===== src/rtl/sram_controller.sv =====
// SRAM controller: fills a 64-bit cache line from a 16-bit external SRAM
// (four halfword reads) and writes 32-bit words through as two halfwords.
module sram_controller (
  input  logic        clk,
  input  logic        rst,
  input  logic        MEM_R_EN,
  input  logic        MEM_W_EN,
  input  logic [31:0] address,
  input  logic [31:0] write_data,
  output logic [63:0] SRAM_read_data,
  output logic        SRAM_ready,
  output logic        freeze,
  output logic [17:0] SRAM_ADDR,
  input  logic [15:0] SRAM_DQ_in,
  output logic [15:0] SRAM_DQ_out,
  output logic        SRAM_DQ_oe,
  output logic        SRAM_WE_N
);

  localparam int unsigned ADDR_W    = 32;
  localparam int unsigned DATA_BASE = 1024;

  typedef enum logic [2:0] {
    IDLE = 3'd0,
    RD0  = 3'd1,
    RD1  = 3'd2,
    RD2  = 3'd3,
    RD3  = 3'd4,
    WR0  = 3'd5,
    WR1  = 3'd6,
    DONE = 3'd7
  } state_t;

  state_t             state;
  state_t             state_nxt;
  logic [ADDR_W-1:0]  addr_q;
  logic [31:0]        wdata_q;
  logic [ADDR_W-1:0]  da;
  logic               req;
  logic               unused_da_bits;

  // Offset into the data region; only bits [18:2] address the SRAM.
  assign da             = addr_q - ADDR_W'(DATA_BASE);
  assign unused_da_bits = ^{da[31:19], da[1:0]};
  assign req            = MEM_R_EN | MEM_W_EN;

  // State register.
  always_ff @(posedge clk) begin
    if (!rst) begin
      state <= IDLE;
    end else begin
      state <= state_nxt;
    end
  end

  // Next-state logic; reads take priority over writes on acceptance.
  always_comb begin
    state_nxt = state;
    unique case (state)
      IDLE: begin
        if (MEM_R_EN) begin
          state_nxt = RD0;
        end else if (MEM_W_EN) begin
          state_nxt = WR0;
        end
      end
      RD0:     state_nxt = RD1;
      RD1:     state_nxt = RD2;
      RD2:     state_nxt = RD3;
      RD3:     state_nxt = DONE;
      WR0:     state_nxt = WR1;
      WR1:     state_nxt = DONE;
      DONE:    state_nxt = IDLE;
      default: state_nxt = IDLE;
    endcase
  end

  // Output decode; the SRAM bus idles at address 0, not driven, strobe high.
  always_comb begin
    SRAM_ADDR   = '0;
    SRAM_DQ_out = '0;
    SRAM_DQ_oe  = 1'b0;
    SRAM_WE_N   = 1'b1;
    SRAM_ready  = 1'b0;
    freeze      = 1'b0;
    unique case (state)
      IDLE: freeze = req;
      RD0: begin
        freeze    = 1'b1;
        SRAM_ADDR = {da[18:3], 2'd0};
      end
      RD1: begin
        freeze    = 1'b1;
        SRAM_ADDR = {da[18:3], 2'd1};
      end
      RD2: begin
        freeze    = 1'b1;
        SRAM_ADDR = {da[18:3], 2'd2};
      end
      RD3: begin
        freeze    = 1'b1;
        SRAM_ADDR = {da[18:3], 2'd3};
      end
      WR0: begin
        freeze      = 1'b1;
        SRAM_ADDR   = {da[18:2], 1'b0};
        SRAM_DQ_out = wdata_q[15:0];
        SRAM_DQ_oe  = 1'b1;
        SRAM_WE_N   = 1'b0;
      end
      WR1: begin
        freeze      = 1'b1;
        SRAM_ADDR   = {da[18:2], 1'b1};
        SRAM_DQ_out = wdata_q[31:16];
        SRAM_DQ_oe  = 1'b1;
        SRAM_WE_N   = 1'b0;
      end
      DONE:    SRAM_ready = 1'b1;
      default: ;
    endcase
  end

  // Request latch and line assembly from the four captured halfwords.
  always_ff @(posedge clk) begin
    if (!rst) begin
      addr_q         <= '0;
      wdata_q        <= '0;
      SRAM_read_data <= '0;
    end else begin
      if (state == IDLE && req) begin
        addr_q  <= address;
        wdata_q <= write_data;
      end
      unique case (state)
        RD0:     SRAM_read_data[47:32] <= SRAM_DQ_in;
        RD1:     SRAM_read_data[63:48] <= SRAM_DQ_in;
        RD2:     SRAM_read_data[15:0]  <= SRAM_DQ_in;
        RD3:     SRAM_read_data[31:16] <= SRAM_DQ_in;
        default: ;
      endcase
    end
  end

endmodule


===== config.mk =====
export PLATFORM = sky130hd
export DESIGN_NAME = sram_controller
export DESIGN_NICKNAME = d
export VERILOG_FILES = /design/src/rtl/sram_controller.sv
export SDC_FILE = /design/constraint.sdc
export NUM_CORES = 1
export LEC_CHECK = 0
export CAP_MARGIN = 0
export CORE_UTILIZATION = 48
export CTS_CLUSTER_DIAMETER = 100
export DETAILED_ROUTE_END_ITERATION = 7
export HOLD_SLACK_MARGIN = 0.03
export MAX_ROUTING_LAYER = met4
export PLACE_DENSITY = 0.94
export SYNTH_ARGS = -nofsm -noshare
export SYNTH_HDL_FRONTEND = slang
export SYNTH_SLANG_ARGS = --single-unit
export TNS_END_PERCENT = 20

===== constraint.sdc =====
create_clock -name clk -period 5.95 [get_ports clk]
set_clock_uncertainty 0.15 [all_clocks]
set_input_delay 0.8925 -clock clk [delete_from_list [all_inputs] [get_ports clk]]
set_output_delay 0.8925 -clock clk [all_outputs]
set_load 0.01 [all_outputs]

# After elaboration in Yosys (flattened, before gate mapping)
# Index checks and enable logic that the tools add are counted.
# word_totals
elab_cells,31
latchBits,0
memories,0
romBits,0
register_bits,118
ramBits,0
# classes
bitwise_logic,1
div,0
add_sub_neg,1
n_eq_ne,8
muxes,9
magnitude_cmp,0
reduce_logical,5
shift,0
n_mul,0
# op_table
op,n
$pmux 18 s6,1
$pmux 16 s2,1
$pmux 3 s7,1
$sub 19x11->19 const B,1
$eq 3x3->1 const B,4
$eq 3x2->1 const B,2
$mux 3,2
$reduce_or 6->1,1
$reduce_or 2->1,2
$eq 3x1->1 const B,1
$logic_not 3->1,1
$mux 1,3
$ne 3x3->1 const B,1
$pmux 1 s2,1
$logic_and 1x1->1,1
$or 1x1->1,1

# Longest topological paths before layout
# Gate-level depths: netlist (run 1).
# depth
word_depth,3
depth_mapped,6

# Least setup slack after synthesis (run 1)
# Ideal clock, no wire load.
# synth_path
kind,register to output
startpoint,register addr_q[10]
endpoint,output port SRAM_ADDR[17]
path_slack_ps,3171
required_time_ps,4908
t_arrival_ps,1737
path_stages_with_launch,6
cell_sequence,dfxtp_1 -> inv_1 -> ha_1 -> or4b_4 -> or4_1 -> a21oi_1
# synth_via
elab_chain_cells,2
# synth_rtl
item,line_no,rtl
from (decl),36,logic [ADDR_W-1:0] addr_q;
from (signal assigned),131,addr_q <= address;
$sub 19x11->19,43,assign da = addr_q - ADDR_W'(DATA_BASE);
$pmux 18 s6,86,unique case (state)
to (decl),13,"output logic [17:0] SRAM_ADDR,"
# No other way between the ends.

# Final worst setup path (run 1)
# layout_path
startpoint,register state[1]
endpoint,output port SRAM_DQ_out[0]
# layout_via
elab_chain_cells,2
elab_cells_between_ends,3
# layout_rtl
item,line_no,rtl
from (decl),34,state_t state;
from (signal assigned),52,state <= state_nxt;
$eq 3x3->1,86,
$pmux 16 s2 *,86,
to (decl),15,"output logic [15:0] SRAM_DQ_out,"
# Mark *: on every way between the ends. The rest lies on a longest branch, timed or not.

==> impl_metrics.toml, run 1 <==
[final_layout]
nets = 832
stdcell_count = 894
syn_to_final_growth_pct = 46.6
drive_gt1_frac = 0.0671
n_fill_cell = 736

[synth]
ys_seq_area_frac = 0.467
synth.most_common_cell = "nand2_1"
syn_avg_cell_area_um2 = 8.18
synth-seq-cells = 116
synth.net_count = 693
syn_inst = 608
synthDominantCellAreaShare = 0.467
synth_async_sr_flop_share = 0
ys_top_cells_by_area = "dfxtp_1 (47%), a21boi_0 (15%), nand2_1 (9.7%)"
ys_warn_count = 0
synth_largest_area_cell = "dfxtp_1"
synthTopCellsByCount = "nand2_1 (129), dfxtp_1 (116), a21boi_0 (101), o21ai_0 (53), nand3_1 (49)"
synth_edf_count = 0
ys_types = 36
syn_area_mm2 = 0.00498
synth_flop_cell = "dfxtp_1"

[timing]
tightest_slew_ns = 1.27
final.min_clock_period_ns = 4.32
rsz0062_at_grt = "false"
hold_viol = 0
layout_setup_ws_ns = 1.63
drv_slew = 0
fmaxAchievable_ghz = 0.231
slew_headroom = 0.154
finalSetupViolations = 0
fin_tns_setup_ns = 0
period_share = 0.726

[grt]
grt_pass1_wl_mm = 23.8
gr-total-overflow = 0
grt_pass1_vias = 4845
antenna_found_initial = 1
grt_usage = 0.281
grt_start_max_net_pins = 117

[cts]
clk_latency_ns = 0.49
clkTransAtPathRegs_ns = 0.06
cts_buffer_depth = 2
cts_resized = 0
postCtsSetupRepairBufs = 0
cts_root_buf = "clkbuf_8"
h-tree-depth = 4
hold_buffers = 0
cts_buffers = 17
clock_sinks = 116
tritoncts = "yes"

[drt]
first_iter_violations = 357
vias = 4940
ant_nets = 0
viasPerCell = 5.53
drt_wl_total_mm = 14.8
drtPass1Iterations = 5
wl_per_cell_um = 16.6
drc_errors = 0

[floorplanning]
start_util = 0.502
fp.dieArea_mm2 = 0.0108
io_pins = 186
coreArea_mm2 = 0.00991
fp.dieW_um = 104
rows = 36
die_h_um = 104

[setup_path]
crit_fanout = 17
worstSetupEndpointType = "output port"
critPathRequiredTime_ns = 4.91
crit_path_start_kind = "flip-flop"
worstPathArrival_ns = 3.28
path_class = "reg -> out"
r2r_cells = 3

[placement]
placed_cells = 861
port_buffers = 170
place.gp.congestion = 0.822
pre_cts_ws_ns = 2.20
hpwl_mm = 9.77

[hold_path]
hold_depth = 2
hold_path_class = "reg -> reg"

[status]
status = "complete, no violations"

[power_and_ir_drop]
p_leak_nw = 2.54
peakVddDrop_mv = 0.271
p_per_area_mw_per_mm2 = 328
p_total_mw = 2.39

[run]
cap_violations = 0
## area by class of cell
| cell class | instances | area, um^2 | area share |
|---|---|---|---|
| Multi-Input combinational cell | 432 | 2430 | 0.333 |
| Sequential cell | 116 | 2320 | 0.318 |
| Timing Repair Buffer | 174 | 1730 | 0.237 |
| Clock buffer | 18 | 428 | 0.0586 |
| Clock inverter | 14 | 201 | 0.0276 |
| Tap cell | 133 | 166 | 0.0228 |
| Inverter | 6 | 22.5 | 0.00309 |
| Antenna cell | 1 | 2.50 | 0.000343 |
## sequential cells by signal, indices dropped and copies added, names as in the netlist
signal	count
wdata_q	32
addr_q	17
state	3
SRAM_read_data	64
## report_power, final
group	leakage, nW	total, mW	switching [mW]	internal [mW]
sequential	0.947	0.886	0.0463	0.839
combinational	1.29	0.444	0.231	0.214
clock	0.302	1.06	0.367	0.696
## metal layers
metal,vias up,GRT usage,wire length (um),part of all wire
met5,-,-,0,0
met2,197,0.455,7320,0.49
li1,2360,-,-,-
met4,0,0.133,521,0.035
met3,46,0.0629,870,0.059
met1,2337,0.332,6090,0.41
## final timing paths
check                                        start                 end  slack (ns)
worst max-delay path                      state[1]      SRAM_DQ_out[0]        1.63
worst max register to register            state[0]  SRAM_read_data[41]        3.67
worst min register to register  SRAM_read_data[25]  SRAM_read_data[25]        0.31
worst min-delay path            SRAM_read_data[25]  SRAM_read_data[25]        0.31
## per-stage QoR
stage	hold WS (ns)	util	cell area [um^2]
6_report	0.315	0.736	7300
5_1_grt	0.341	0.736	7300
4_1_cts	0.318	0.736	7290
3_5_place_dp	0.310	0.673	6670
3_3_place_gp	0.292	0.673	6670
2_1_floorplan	0.298	-	4980
## kinds of logic after synthesis
logic type,count (synthesis),synth area share
XOR/XNOR,1,0.00176
adder cells (fa/ha/maj),2,0.00453
AO/OA/AOI/OAI,197,0.266
AND/OR/NAND/NOR,232,0.213
buffers and inverters,60,0.0473
flip-flops,116,0.467
## worst max-delay path: stages, from the launching register on
cell	delay, ns
dfxtp_1	0.70
nor2b_1	1.05
a22oi_1	0.23
nor2_1	0.20
clkdlybuf4s50_1	0.59
## placed cells by master, fill, tap and decap left out, types with 9 or more instances in the layout
cell type        Yosys  routed
o21ai_0             53      53
a21boi_1            13      13
nand3_1             49      49
nand2_1            129     129
a22oi_1             16      16
dfxtp_1            116     116
clkdlybuf4s50_1      0     169
clkbuf_16            0      16
a21oi_1              9       9
a21boi_0           101     101
nor2_1              23      22
Power figures use the tool's default switching activity.
==> run 2: changes to the inputs <==
--- a/config.mk
+++ b/config.mk
@@ -6,12 +6,12 @@
 export NUM_CORES = 1
 export LEC_CHECK = 0
 export CAP_MARGIN = 0
-export CORE_UTILIZATION = 48
+export CORE_UTILIZATION = 40
 export CTS_CLUSTER_DIAMETER = 100
 export DETAILED_ROUTE_END_ITERATION = 7
 export HOLD_SLACK_MARGIN = 0.03
 export MAX_ROUTING_LAYER = met4
-export PLACE_DENSITY = 0.94
+export PLACE_DENSITY = 0.84
 export SYNTH_ARGS = -nofsm -noshare
 export SYNTH_HDL_FRONTEND = slang
 export SYNTH_SLANG_ARGS = --single-unit
==> constraint.sdc (replaced) <==
create_clock -name clk -period 3.95 [get_ports clk]
set_clock_uncertainty 0.15 [all_clocks]
set_input_delay 0.5925 -clock clk [delete_from_list [all_inputs] [get_ports clk]]
set_output_delay 0.5925 -clock clk [all_outputs]
set_load 0.01 [all_outputs]
==> run 2 against run 1 <==
Register-to-register slack worse by 2.0 ns. Flip-flop and latch count unchanged. Combinational power increased by 52%. Count of clock-buffer cells in the layout increased by 4. Largest power group unchanged. Worst hold slack about the same. Routed wire length is 1.5% higher. First-iteration DRC count is 12% lower. Critical endpoint is now SRAM_ADDR[17]. Critical path depth rose by 2. Non-clock buffer count grew 4. Via count increased by 1.6%. Critical path type unchanged. Power rose by 48%. Worst setup slack lost 1.1 ns.
==> impl_metrics.toml, run 2 (synthesized netlist as in run 1, its figures left out) <==
[status]
status = "complete, no violations"

[setup_path]
crit_path_start_kind = "flip-flop"
reg2reg_to = "SRAM_read_data[33]"
worstSetupEndpointType = "output port"
crit_slowest_cell = "clkdlybuf4s50_1"
r2r-start = "state[0]"
cp_cell_sequence = "inv_1, ha_1, or4b_4, or4_1, a21oi_1, clkdlybuf4s50_1"
r2r_cells = 3
worstPathArrival_ns = 2.69
path_class = "reg -> out"
critPathRequiredTime_ns = 3.21
cp_slowest_stage_delay_ns = 0.54
critical_path.startpoint = "addr_q[10]"
rrSetupSlack_ns = 1.67
crit_fanout = 5

[floorplanning]
fp.dieW_um = 114
coreArea_mm2 = 0.0121
start_util = 0.413
die_h_um = 114
rows = 40
fp.dieArea_mm2 = 0.0129
io_pins = 186

[power_and_ir_drop]
comb_power_share = 0.191
p_leak_nw = 2.54
p_int_mw = 2.59
clkPwrFrac = 0.431
seq_power_share = 0.378
swShare = 0.266
p_total_mw = 3.54
peakVddDrop_mv = 0.218
p_per_area_mw_per_mm2 = 483
p_sw_uw = 943

[placement]
port_buffers = 170
pre_cts_ws_ns = 0.942
place.gp.congestion = 0.824
hpwl_mm = 10.0
placed_cell_area_mm2 = 0.00674
placed_cells = 900

[grt]
met1_usage = 0.289
grt_start_max_net_pins = 117
gr-usage-met2 = 0.387
gr-total-overflow = 0
gr-max-usage-layer = "met2"
grt_usage = 0.244
grt_pass1_wl_mm = 23.9
grt_pass1_vias = 4878
grt_use_met3 = 0.0499
antenna_found_initial = 1

[cts]
clkTransAtPathRegs_ns = 0.05
tritoncts = "yes"
h-tree-depth = 4
cts_resized = 0
cts_buffers = 17
clk_latency_ns = 0.40
cts_root_buf = "clkbuf_16"
postCtsSetupRepairBufs = 0
cts_buffer_depth = 2
hold_buffers = 0
clock_sinks = 116

[timing]
drv_slew = 0
fmaxAchievable_ghz = 0.291
final.min_clock_period_ns = 3.44
finalSetupViolations = 0
tightest_slew_ns = 1.14
layout_setup_ws_ns = 0.514
hold_viol = 0
fin_tns_setup_ns = 0
rsz0062_at_grt = "false"
period_share = 0.870
slew_headroom = 0.239

[final_layout]
stdcell_count = 933
regMostFlops = "SRAM_read_data"
postLayoutCellArea_mm2 = 0.00733
nets = 836
largestRegisters = "SRAM_read_data x64, wdata_q x32, addr_q x17"
syn_to_final_growth_pct = 47.2
layout_commonest_cell = "clkdlybuf4s50_1"
drive_gt1_frac = 0.0668
largest_reg_flops = 64
final_cell_mix = "clkdlybuf4s50_1 (169), nand2_1 (129), dfxtp_1 (116)"

[drt]
first_iter_violations = 313
viasPerCell = 5.38
drtPass1Iterations = 5
ant_nets = 0
drc_errors = 0
drt_wl_total_mm = 15.0
vias = 5021
wl_per_cell_um = 16.1

[hold_path]
hold_end = "SRAM_read_data[56]"
hold_depth = 2
min_from = "SRAM_read_data[56]"
hold_path_class = "reg -> reg"

[run]
cap_violations = 0
[run 2: how the worst max path moves through the flow]
| stage | end | slack, ns | cells past startpoint |
|---|---|---|---|
| 2_1_floorplan | SRAM_ADDR[17] | 1.47 | 5 |
| 3_3_place_gp | SRAM_ADDR[17] | 0.98 | 6 |
| 3_5_place_dp | SRAM_ADDR[17] | 0.94 | 6 |
| 4_1_cts | SRAM_ADDR[17] | 0.50 | 6 |
| 5_1_grt | SRAM_ADDR[17] | 0.39 | 6 |
| 6_report | SRAM_ADDR[17] | 0.51 | 6 |
[run 2: power by group through the flow]
stage | Sequential [mW] | Combinational, mW | Clock [mW]
after floorplan | 1.35 | 0.349 | 0
after global placement | 1.35 | 0.654 | 0
after detailed placement | 1.36 | 0.674 | 0
after CTS | 1.33 | 0.678 | 1.54
after global routing | 1.35 | 0.738 | 1.60
final | 1.34 | 0.677 | 1.52
[run 2: per-layer routing]
layer | part of all wire | wire length [um]
met1 | 0.42 | 6260
met2 | 0.49 | 7380
met3 | 0.056 | 846
met4 | 0.037 | 552
met5 | 0 | 0
[run 2: stage by stage]
stage	util	hold WS [ns]
finish	0.607	0.314
global route	0.607	0.337
CTS	0.607	0.316
detailed placement	0.559	0.309
global placement	0.559	0.292
floorplan	-	0.298
[run 2: worst max-delay path: cells and delay by family (launching register included)]
kind	cells	cell delay [ns]
simple gates	2	0.99
buf+inv	2	0.61
flops	1	0.34
fa+ha+maj	1	0.20
compound gates	1	0.15
[run 2: layout make-up]
type                            instances  area (um^2)
Fill cell                            1006         4730
Multi-Input combinational cell        432         2430
Sequential cell                       116         2320
Timing Repair Buffer                  178         1760
Clock buffer                           22          454
Tap cell                              168          210
Clock inverter                         10          131
Inverter                                6         22.5
Antenna cell                            1         2.50
==> run 3: changes to the inputs <==
--- a/config.mk
+++ b/config.mk
@@ -12,6 +12,7 @@
 export HOLD_SLACK_MARGIN = 0.03
 export MAX_ROUTING_LAYER = met4
 export PLACE_DENSITY = 0.84
+export RECOVER_POWER = 25
 export SYNTH_ARGS = -nofsm -noshare
 export SYNTH_HDL_FRONTEND = slang
 export SYNTH_SLANG_ARGS = --single-unit
==> run 3 against run 2 <==
The flow now finishes with violations (max-capacitance violations, max-slew violations). Register-to-register slack lost 0.88 ns. Maximum frequency is essentially flat. Worst setup slack lost 0.0022 ns. Critical endpoint unchanged. Count of clock-buffer cells in the layout is the same. Routed wire length shrank 0.15%. Cell count is the same. Core utilization shrank 0.093 points. Sequential share of layout area is essentially flat. Critical path type unchanged. Clock power is essentially flat. Largest cell class unchanged.
==> impl_metrics.toml, run 3 (synthesized netlist as in run 1, its figures left out) <==
[timing]
final.min_clock_period_ns = 3.44
drv_slew = 102
fmaxAchievable_ghz = 0.291
tightest_slew_ns = 1.85
fin_tns_setup_ns = 0
period_share = 0.871
rsz0062_at_grt = "false"
slew_headroom = -0.233
finalSetupViolations = 0
hold_ws_ns = 0.311
hold_viol = 0

[drt]
wl_met1_mm = 6.29
wl_per_cell_um = 16.1
drc_errors = 0
drtPass1Iterations = 5
top_layer = "met4"
drt_wl_total_mm = 15.0
first_iter_violations = 317
viasPerCell = 5.37
ant_nets = 0
dr_wl_met2_mm = 7.31
dr_wl_met3_um = 846
vias = 5012

[final_layout]
largestRegisters = "SRAM_read_data x64, wdata_q x32, addr_q x17"
final_cell_mix = "nand2_1 (129), clkdlybuf4s50_1 (129), dfxtp_1 (116)"
syn_to_final_growth_pct = 47.0
largest_reg_flops = 64
nets = 836
n_fill_cell = 1008
drive_gt1_frac = 0.0628
regMostFlops = "SRAM_read_data"

[floorplanning]
fp.dieArea_mm2 = 0.0129
coreArea_mm2 = 0.0121
rows = 40
fp.dieW_um = 114
start_util = 0.413
io_pins = 186
die_h_um = 114

[grt]
gr-total-overflow = 0
grt_start_max_net_pins = 117
grt_usage = 0.244
grt_pass1_vias = 4878
antenna_found_initial = 1
grt_pass1_wl_mm = 23.9

[cts]
clock_sinks = 116
h-tree-depth = 4
clkTransAtPathRegs_ns = 0.05
postCtsSetupRepairBufs = 0
hold_buffers = 0
cts_resized = 0
cts_buffer_depth = 2
tritoncts = "yes"
cts_buffers = 17
cts_root_buf = "clkbuf_16"
clk_latency_ns = 0.40

[setup_path]
cp_slowest_stage_delay_ns = 0.54
crit_path_start_kind = "flip-flop"
path_class = "reg -> out"
crit_fanout = 5
r2r-start = "state[0]"
cp_cell_sequence = "inv_1, ha_1, or4b_4, or4_1, a21oi_1, clkdlybuf4s50_1"
critPathRequiredTime_ns = 3.21
crit_slowest_cell = "clkdlybuf4s50_1"
worstSetupEndpointType = "output port"
critical_path.startpoint = "addr_q[10]"
worstPathArrival_ns = 2.70

[status]
violations = "max-capacitance violations, max-slew violations"
status = "complete, but fails checks"

[hold_path]
min_from = "SRAM_read_data[56]"
hold_path_class = "reg -> reg"

[power_and_ir_drop]
p_per_area_mw_per_mm2 = 482
p_leak_nw = 2.66
peakVddDrop_mv = 0.213

[placement]
place.gp.congestion = 0.824
port_buffers = 170
hpwl_mm = 10.0

[run]
cap_violations = 2
## run 3: per-layer routing
layer	track usage	up-vias
li1	-	2370
met1	0.289	2384
met2	0.387	211
met3	0.0499	47
met4	0.137	0
met5	-	-
## run 3: final cells by class
cell class                      instances  area, um^2  share of cell area
Antenna cell                            1        2.50            0.000342
Clock buffer                           22         454              0.0621
Clock inverter                         10         131              0.0180
Inverter                                6        22.5             0.00308
Multi-Input combinational cell        432        2430               0.332
Sequential cell                       116        2320               0.317
Tap cell                              168         210              0.0287
Timing Repair Buffer                  178        1750               0.239
## run 3: worst paths after layout
kind                   endpoint  slack [ns]  cells past startpoint
min          SRAM_read_data[56]        0.31                      2
max               SRAM_ADDR[17]        0.51                      6
max reg2reg           addr_q[6]        0.79                      4
min reg2reg  SRAM_read_data[56]        0.31                      2
## run 3: critical path, delay by kind of cell, from the launching register on
| family | cells | cell delay [ns] |
|---|---|---|
| compound gates | 1 | 0.15 |
| buf+inv | 2 | 0.61 |
| flops | 1 | 0.34 |
| simple gates | 2 | 0.99 |
| fa+ha+maj | 1 | 0.20 |
## run 3: through the flow
stage / power (mW) / util / worst slack (ns) / cells / instance area [um^2]
CTS: 3.56 / 0.607 / 0.497 / 932 / 7320
global placement: 2.00 / 0.559 / 0.978 / 900 / 6740
finish: 3.53 / 0.607 / 0.512 / 933 / 7320
detailed placement: 2.03 / 0.559 / 0.942 / 900 / 6740
floorplan: 1.70 / - / 1.47 / 608 / 4980
global route: 3.68 / 0.607 / 0.386 / 933 / 7320
## run 3: power breakdown
group	switching, mW	internal (mW)	total [mW]
clock	0.523	1.00	1.53
combinational	0.349	0.315	0.665
sequential	0.0697	1.26	1.33
total	0.943	2.58	3.53
